`config.mk`:
```
export PLATFORM = sky130hd
export DESIGN_NAME = fetch_queue
export DESIGN_NICKNAME = d
export VERILOG_FILES = /design/src/rtl/fetch_queue_pkg.sv /design/src/rtl/fq_storage.sv /design/src/rtl/fetch_queue.sv
export SDC_FILE = /design/constraint.sdc
export NUM_CORES = 2
export LEC_CHECK = 0
export ABC_AREA = 0
export BUFFER_PORTS_ARGS = -buffer_cell sky130_fd_sc_hd__clkbuf_2
export CAP_MARGIN = 20
export CELL_PAD_IN_SITES_DETAIL_PLACEMENT = 1
export CELL_PAD_IN_SITES_GLOBAL_PLACEMENT = 2
export CORE_MARGIN = 2
export CORE_UTILIZATION = 30
export DETAILED_ROUTE_END_ITERATION = 12
export PLACE_DENSITY_LB_ADDON = 0.25
export SLEW_MARGIN = 30
export SYNTH_ARGS = -nofsm -noshare
export SYNTH_HDL_FRONTEND = slang
export SYNTH_SLANG_ARGS = --single-unit
```
`constraint.sdc`:
```
create_clock -name clk -period 5.62 [get_ports clk]
set_clock_uncertainty 0.2 [all_clocks]
set_input_delay 1.124 -clock clk [delete_from_list [all_inputs] [get_ports clk]]
set_output_delay 1.124 -clock clk [all_outputs]
set_load 0.05 [all_outputs]
```
`src/rtl/fetch_queue_pkg.sv`:
```
// Shared constants and helpers for the dual-lane fetch queue.
// Holds default widths, NOP encoding and thermometer lane masks.
package fetch_queue_pkg;
  localparam int FQ_XLEN  = 32;
  localparam int FQ_DEPTH = 8;
  localparam logic [FQ_XLEN-1:0] FQ_NOP = 32'h0000_0000;
  localparam logic [1:0] LANE_NONE = 2'b00;
  localparam logic [1:0] LANE_ONE  = 2'b01;
  localparam logic [1:0] LANE_TWO  = 2'b11;

  function automatic logic [1:0] popcnt2(
    input logic [1:0] m
  );
    return {1'b0, m[0]} + {1'b0, m[1]};
  endfunction
endpackage

```
`src/rtl/fq_storage.sv`:
```
// DEPTH x W register array, two write ports and two read ports.
// Ports: clk, reset (async low), we0/we1 + addr/data, raddr0/1 -> rdata0/1.
module fq_storage #(
  parameter int DEPTH = 8,
  parameter int W     = 64,
  localparam int AW   = $clog2(DEPTH)
) (
  input  logic          clk,
  input  logic          reset,
  input  logic          we0,
  input  logic          we1,
  input  logic [AW-1:0] waddr0,
  input  logic [AW-1:0] waddr1,
  input  logic [W-1:0]  wdata0,
  input  logic [W-1:0]  wdata1,
  input  logic [AW-1:0] raddr0,
  input  logic [AW-1:0] raddr1,
  output logic [W-1:0]  rdata0,
  output logic [W-1:0]  rdata1
);

  logic [W-1:0] r_mem [DEPTH];

  // waddr1 is always waddr0+1, so the two ports never collide
  always_ff @(posedge clk or negedge reset) begin
    if (!reset) begin
      for (int i = 0; i < DEPTH; i++) begin
        r_mem[i] <= '0;
      end
    end else begin
      if (we0) r_mem[waddr0] <= wdata0;
      if (we1) r_mem[waddr1] <= wdata1;
    end
  end

  assign rdata0 = r_mem[raddr0];
  assign rdata1 = r_mem[raddr1];

endmodule

```
`src/rtl/fetch_queue.sv`:
```
// Dual-lane instruction buffer between fetch and decode.
// In: clk, reset, flush, enq_*, deq_take. Out: enq_ready, deq_*, count.
module fetch_queue
  import fetch_queue_pkg::*;
#(
  parameter int DEPTH = FQ_DEPTH,
  parameter int XLEN  = FQ_XLEN,
  localparam int AW   = $clog2(DEPTH),
  localparam int CW   = AW + 1
) (
  input  logic            clk,
  input  logic            reset,
  input  logic            flush,
  input  logic [1:0]      enq_valid,
  input  logic [XLEN-1:0] enq_instr0,
  input  logic [XLEN-1:0] enq_instr1,
  input  logic [XLEN-1:0] enq_pc0,
  input  logic [XLEN-1:0] enq_pc1,
  output logic            enq_ready,
  output logic [1:0]      deq_valid,
  output logic [XLEN-1:0] deq_instr0,
  output logic [XLEN-1:0] deq_instr1,
  output logic [XLEN-1:0] deq_pc0,
  output logic [XLEN-1:0] deq_pc1,
  input  logic [1:0]      deq_take,
  output logic [CW-1:0]   count
);

  logic [AW-1:0]     r_head;
  logic [AW-1:0]     r_tail;
  logic [CW-1:0]     r_count;
  logic              w_enq_ready;
  logic [1:0]        w_enq_mask;
  logic [1:0]        w_enq_n;
  logic [1:0]        w_deq_valid;
  logic [1:0]        w_deq_n;
  logic [2*XLEN-1:0] w_rd0;
  logic [2*XLEN-1:0] w_rd1;

  // Conservative: free space judged before this cycle's dequeue
  assign w_enq_ready = (r_count <= CW'(DEPTH - 2));

  // Lane 1 only counts when lane 0 is valid
  assign w_enq_mask = enq_valid[0] ? enq_valid : LANE_NONE;
  assign w_enq_n    = w_enq_ready ? popcnt2(w_enq_mask) : 2'd0;

  assign w_deq_valid = (r_count == '0)     ? LANE_NONE :
                       (r_count == CW'(1)) ? LANE_ONE  :
                                             LANE_TWO;
  assign w_deq_n = popcnt2(deq_take & w_deq_valid);

  fq_storage #(
    .DEPTH (DEPTH),
    .W     (2 * XLEN)
  ) u_storage (
    .clk    (clk),
    .reset  (reset),
    .we0    (w_enq_ready & w_enq_mask[0] & ~flush),
    .we1    (w_enq_ready & w_enq_mask[1] & ~flush),
    .waddr0 (r_tail),
    .waddr1 (r_tail + AW'(1)),
    .wdata0 ({enq_pc0, enq_instr0}),
    .wdata1 ({enq_pc1, enq_instr1}),
    .raddr0 (r_head),
    .raddr1 (r_head + AW'(1)),
    .rdata0 (w_rd0),
    .rdata1 (w_rd1)
  );

  always_ff @(posedge clk or negedge reset) begin
    if (!reset) begin
      r_head  <= '0;
      r_tail  <= '0;
      r_count <= '0;
    end else if (flush) begin
      r_head  <= '0;
      r_tail  <= '0;
      r_count <= '0;
    end else begin
      r_head  <= r_head + AW'(w_deq_n);
      r_tail  <= r_tail + AW'(w_enq_n);
      r_count <= r_count + CW'(w_enq_n)
                         - CW'(w_deq_n);
    end
  end

  assign enq_ready  = w_enq_ready;
  assign deq_valid  = w_deq_valid;
  assign count      = r_count;
  assign deq_instr0 = w_deq_valid[0] ? w_rd0[XLEN-1:0]
                                     : XLEN'(FQ_NOP);
  assign deq_instr1 = w_deq_valid[1] ? w_rd1[XLEN-1:0]
                                     : XLEN'(FQ_NOP);
  assign deq_pc0    = w_deq_valid[0] ? w_rd0[2*XLEN-1:XLEN]
                                     : '0;
  assign deq_pc1    = w_deq_valid[1] ? w_rd1[2*XLEN-1:XLEN]
                                     : '0;

endmodule

```
======== After elaboration in Yosys (flattened, before gate mapping) ========
Index checks and enable logic that the tools add are counted.
operators by class
  reductions and logical operators ........ 3
  add/subtract/negate cells ............... 8
  multiplexer cells ....................... 25
  bitwise logic cells ..................... 10
  equal/unequal tests ..................... 1
  $lt $le $gt $ge ......................... 7
operator list
  operator             count
  $bwmux 512           2
  $mux 512             2
  $bmux 64 s3          2
  $demux 64 s3         2
  $mux 64              6
  $mux 32              4
  $ge 4x4->1 const B   4
  $not 3->4            4
  $lt 4x1->1 const B   2
  $mux 2               4
  $add 3x1->3 const B  2
  $add 3x2->3          2
  $mux 3               2
  $add 1x1->2          2
  $add 4x2->4          1
  $and 1x1->1          4
  $eq 4x1->1 const B   1
  $le 4x3->1 const B   1
  $logic_not 4->1      1
  $mux 4               1
  $sub 4x2->4          1
  $and 2x2->2          1
  $logic_and 1x1->1    2
  $not 1->1            1
storage, ports and cells
  logic and storage cells ................. 65
  register bits after elaboration ......... 522
  input port bits ......................... 135
  output and inout port bits .............. 135

======== Logic depth before layout (Yosys ltp) ========
  depth in word-level cells ............... 9
  depth in mapped cells ................... 15

======== By module ========
Synthesis repeated with hierarchy kept, for this count alone.
unflattened totals
  cells, all modules ...................... 3,031
  area total of the unflattened synthesis .. 33,394.5 um^2
by module, submodules not included
  module       times used  cells an instance  area each (um^2)
  fq_storage   1           2,814              31,656.6
  fetch_queue  1           217                1,737.9

======== Worst setup path after synthesis ========
OpenSTA, ideal clock, no wires.
  path type ............................... register -> output
  from .................................... register r_count[2] (netlist: count[2])
  to ...................................... output deq_instr0[23]
  data arrival time ....................... 2.666 ns
  setup slack ............................. 1.630 ns
  path buffers ............................ 2
  cell stages (with the launch flop) ...... 9
  cells stage by stage .................... dfrtp_1 -> inv_1 -> ha_1 -> nor2b_1 -> inv_1 -> nor2_1 -> clkbuf_1 -> clkbuf_1 -> nor2_1
on the way
  longest elaborated chain between the ends .. 3
ends and longest elaborated chain
  what                    RTL line           source
  from (decl)             fetch_queue.sv:31  logic [CW-1:0] r_count;
  from (signal assigned)  fetch_queue.sv:82  r_count <= r_count + CW'(w_enq_n)
  $logic_not 4->1         fetch_queue.sv:47  assign w_deq_valid = (r_count == '0) ? LANE_NONE :
  $mux 2                  fetch_queue.sv:47
  $mux 32                 fetch_queue.sv:90  assign deq_instr0 = w_deq_valid[0] ? w_rd0[XLEN-1:0]
  to (decl)               fetch_queue.sv:21  output logic [XLEN-1:0] deq_instr0,
Every way passes these cells.

======== Final worst setup path ========
  from .................................... register r_head[1]
  to ...................................... output deq_instr1[20]
on the way
  longest elaborated chain between the ends .. 6
ends and longest elaborated chain
  what                                        RTL line           source
  from (decl)                                 fetch_queue.sv:29  logic [AW-1:0] r_head;
  from (signal assigned)                      fetch_queue.sv:80  r_head <= r_head + AW'(w_deq_n);
  $add 3x1->3                                 fetch_queue.sv:65  .raddr1 (r_head + AW'(1)),
  $not 3->4 (not written as such)             fq_storage.sv:37   assign rdata1 = r_mem[raddr1];
  $bmux 64 s3                                 fq_storage.sv:37
  $mux 64 (not written as such) (2 in a row)  fq_storage.sv:37
  $mux 32                                     fetch_queue.sv:92  assign deq_instr1 = w_deq_valid[1] ? w_rd1[XLEN-1:0]
  to (decl)                                   fetch_queue.sv:22  output logic [XLEN-1:0] deq_instr1,
Every way passes these cells. The select of a mux whose other input is x is not followed.

==> metrics.md <==
| Metric | Value |
|---|---|
| Outcome | `finished clean` |
| Placer Congestion | `0.786` |
| First DRT Iteration DRCs | `around 3700` |
| TNS Setup | `0 ns` |
| DRT antenna net count | `0` |
| WP data required | `approximately 4.3 ns` |
| Final setup fails | `0` |
| Synth Warn # | `0` |
| Hold_ws | `between 0.2 and 0.3 ns` |
| CP max FO | `28` |
| CTS tree | `done` |
| Number of global-route vias before repair | `approximately 35000` |
| Distinct cell type count after synthesis | `38` |
| Worst slew margin | `between 20% and 30%` |
| Sequential share of the synthesized area | `between 30% and 40%` |
| Port-buffer cells | `between 200 and 300` |
| Initial antenna violation count | `13` |
| #FFs+latches synth | `522` |
| Net Sw Frac | `approximately half` |
| Post-CTS setup buffers | `0` |
| Placed Cells incl. Taps | `about 5000` |
| Sequential share of power | `between 20% and 30%` |
| Internal power | `13.5 mW` |
| Worst reg2reg setup slack | `1.72 ns` |
| Post-Layout Inst Area | `0.0394 mm^2` |
| Die width | `between 300 and 400 um` |
| CP cell instances | `ha_4 -> buf_4 -> mux4_2 -> nand2_1 -> a21oi_1 -> clkbuf_2` |
| Latest clock arrival within the worst-skew pair | `0.64 ns` |
| RSZ-0062 raised after global routing | `false` |
| Clock-pin slew on the worst setup and hold paths | `around 0.06 ns` |
| Vias | `about 35000` |
| Detail Placement HPWL | `slightly below 100000 um` |
| Leakage | `14.3 nW` |
| Ys flop type | `dfrtp_1` |
| Logic gate share of total power | `between 50 and 60%` |
| Filler cell count | `~13000` |
| Final worst-path cycle share | `88.5%` |
| Max cap viols | `0` |
| Via/cell ratio | `between 6 and 7` |
| Worst Setup Start Kind | `flop` |
| Slowest cell on the critical path | `ha_4` |
| CTS Buf Count | `71` |
| Nets | `3747` |
| FF-to-FF path depth | `6` |
| Peak supply drop | `~0.38 mV` |
| Die area | `0.118 mm^2` |
| Critical path's top delay family | `buffers and inverters` |
| IO Count | `270` |
| Hold Path Class | `input port to asynchronous set/reset pin` |
| Row cnt | `roughly 120` |
| H-tree depth | `3` |
| Psw | `roughly 13 mW` |
| Max Slew Vio Count | `0` |
| Tightest Pin Transition | `around 1.1 ns` |
| Number of flops mapped to enable cells by yosys | `0` |
| Post-Syn Area | `0.0346 mm^2` |
| Final std cells w/o fill | `5165` |
| Clock power frac | `18.5%` |
| Die H | `roughly 340 um` |
| Final Hold Fails | `0` |
| Total global-route track usage | `approximately 30%` |
| R2r startpoint | `r_tail[0]` |
| Routed len/inst | `between 30 and 40 um` |
| R2R Path End | `u_storage.r_mem[100]` |
| Clock Sink Count | `between 500 and 600` |
| Worst path max stage delay | `between 0.7 and 0.8 ns` |
| Drt first pass iters | `5` |
| Pin count of the biggest net entering global routing | `about 130` |
| First-pass GRT wire length | `~260000 um` |
| Ys async rst share | `100%` |
| Worst EP arrival | `between 3 and 4 ns` |
| CTS root buf | `clkbuf_16` |
| Crit. End Element | `output pin` |
| WL final | `between 150000 and 200000 um` |
| Pwr per Cell Area | `681 mW/mm^2` |
| Post-CTS Hold Fix Bufs | `0` |
| Synth Instances | `3737` |
| Layout cells sized above 1 | `between 20% and 30%` |
| CORE AREA | `0.114 mm^2` |
| PostCTS Resize Cnt | `0` |
| CTS Buffer Depth | `3` |
| Fmax | `between 0.2 and 0.25 GHz` |
| Post-Syn Nets | `around 4000` |
| Crit path buffers/inverters | `2` |
| Syn avg cell area | `approximately 9.3 um^2` |
| Initial Utilization | `between 30% and 40%` |
| Min Tclk post-route | `4.97 ns` |
| DRC | `0` |
| Area grow syn2layout | `13.8%` |
| Crit path kind | `flop to output pin` |
| GRT overflow | `0` |
| Placed Area | `between 0.03 and 0.04 mm^2` |
cells in the mapped netlist, types with 2 or more instances:
cell type,number,area share (%)
nor2_1,73,0.79
a211o_1,3,0.076
buf_1,123,1.3
buf_6,27,0.88
mux4_2,256,17
nor3_1,401,5.8
o21ai_0,512,7.4
nand2_1,135,1.5
and3_1,2,0.036
buf_2,100,1.4
xnor2_1,4,0.10
clkbuf_1,344,3.7
nor3b_1,3,0.065
nand4bb_1,2,0.065
xor2_1,4,0.10
nand3_1,391,5.7
mux2i_1,64,1.9
inv_1,17,0.18
a21oi_1,82,1.2
or2_1,8,0.14
dfrtp_1,522,38
nand4_1,3,0.054
a31oi_1,512,9.3
nor2b_1,10,0.18
a2bb2oi_1,111,2.8
fa_1,4,0.23
ha_1,11,0.40
and2_1,2,0.036
buf_4,2,0.043
sequential cells by signal, indices dropped and copies added (netlist names):
signal           cells
r_tail               3
r_head               3
u_storage.r_mem    512
count                4
power by group through the flow:
stage	sequential [mW]	clock, mW	combinational (mW)
finish	6.71	4.97	15.1
global route	6.88	5.15	16.0
CTS	6.63	5.02	15.2
detailed placement	6.68	0	15.1
global placement	6.61	0	15.0
floorplan	6.12	0	10.8
cells in the final DEF (no fill, tap or decap), drive strengths merged, types with 3 or more instances in the layout:
cell     count
a211o        3
a21oi       82
a2bb2oi    111
a31oi      512
buf        115
bufinv       7
clkbuf     378
clkinv       9
dfrtp      522
diode        3
fa           4
ha          11
inv         18
mux2i       64
mux4       256
nand2      135
nand3      391
nand4        3
nor2        73
nor2b       10
nor3       402
nor3b        3
o21ai      512
or2          8
xnor2        4
xor2         4
how the worst max path moves through the flow:
stage              start             end  slack (ns)  depth (start not counted)
6_report       r_head[1]  deq_instr1[20]        0.65                          6
3_5_place_dp   r_head[1]  deq_instr1[20]        1.26                          6
5_1_grt        r_head[1]     deq_pc1[10]        0.49                          6
2_1_floorplan   count[2]  deq_instr0[23]        1.63                          8
4_1_cts        r_head[1]  deq_instr1[20]        0.58                          6
3_3_place_gp   r_head[1]  deq_instr1[20]        1.23                          6
cell type report:
class / count / area, um^2 / area share (%)
diodes: 3 / 7.51 / 0.0191
clock inverters: 16 / 282 / 0.715
inverters: 18 / 67.6 / 0.172
multi-input cells: 2601 / 19100 / 48.6
flip-flops and latches: 522 / 13100 / 33.2
well taps: 1512 / 1890 / 4.81
repair buffers: 383 / 2710 / 6.88
clock buffers: 110 / 2190 / 5.55
metal layers:
metal | GRT usage (%) | share of wire [%] | wire, um | vias up
met5 | 0 | 0.069 | 124 | -
met4 | 8.52 | 2.5 | 4530 | 18
met3 | 6.47 | 8.3 | 15100 | 307
met2 | 46.0 | 45 | 81500 | 1743
met1 | 42.8 | 44 | 79200 | 18500
li1 | - | - | - | 14000
cell families after synthesis:
logic type / after synthesis / synth area share [%]
flops: 522 / 37.8
simple gates: 1034 / 14.4
xor+xnor: 8 / 0.203
fa+ha+maj: 15 / 0.629
buf+inv: 614 / 7.63
mux: 321 / 18.6
compound gates: 1223 / 20.8
metrics by stage:
stage / utilization [%] / setup WS (ns) / power, mW
2_1_floorplan: - / 1.63 / 17.0
3_3_place_gp: 32.2 / 1.23 / 21.6
3_5_place_dp: 32.2 / 1.26 / 21.8
4_1_cts: 34.4 / 0.579 / 26.8
5_1_grt: 34.4 / 0.492 / 28.0
6_report: 34.4 / 0.647 / 26.8
Note: power is estimated with default switching activity, not from simulation.
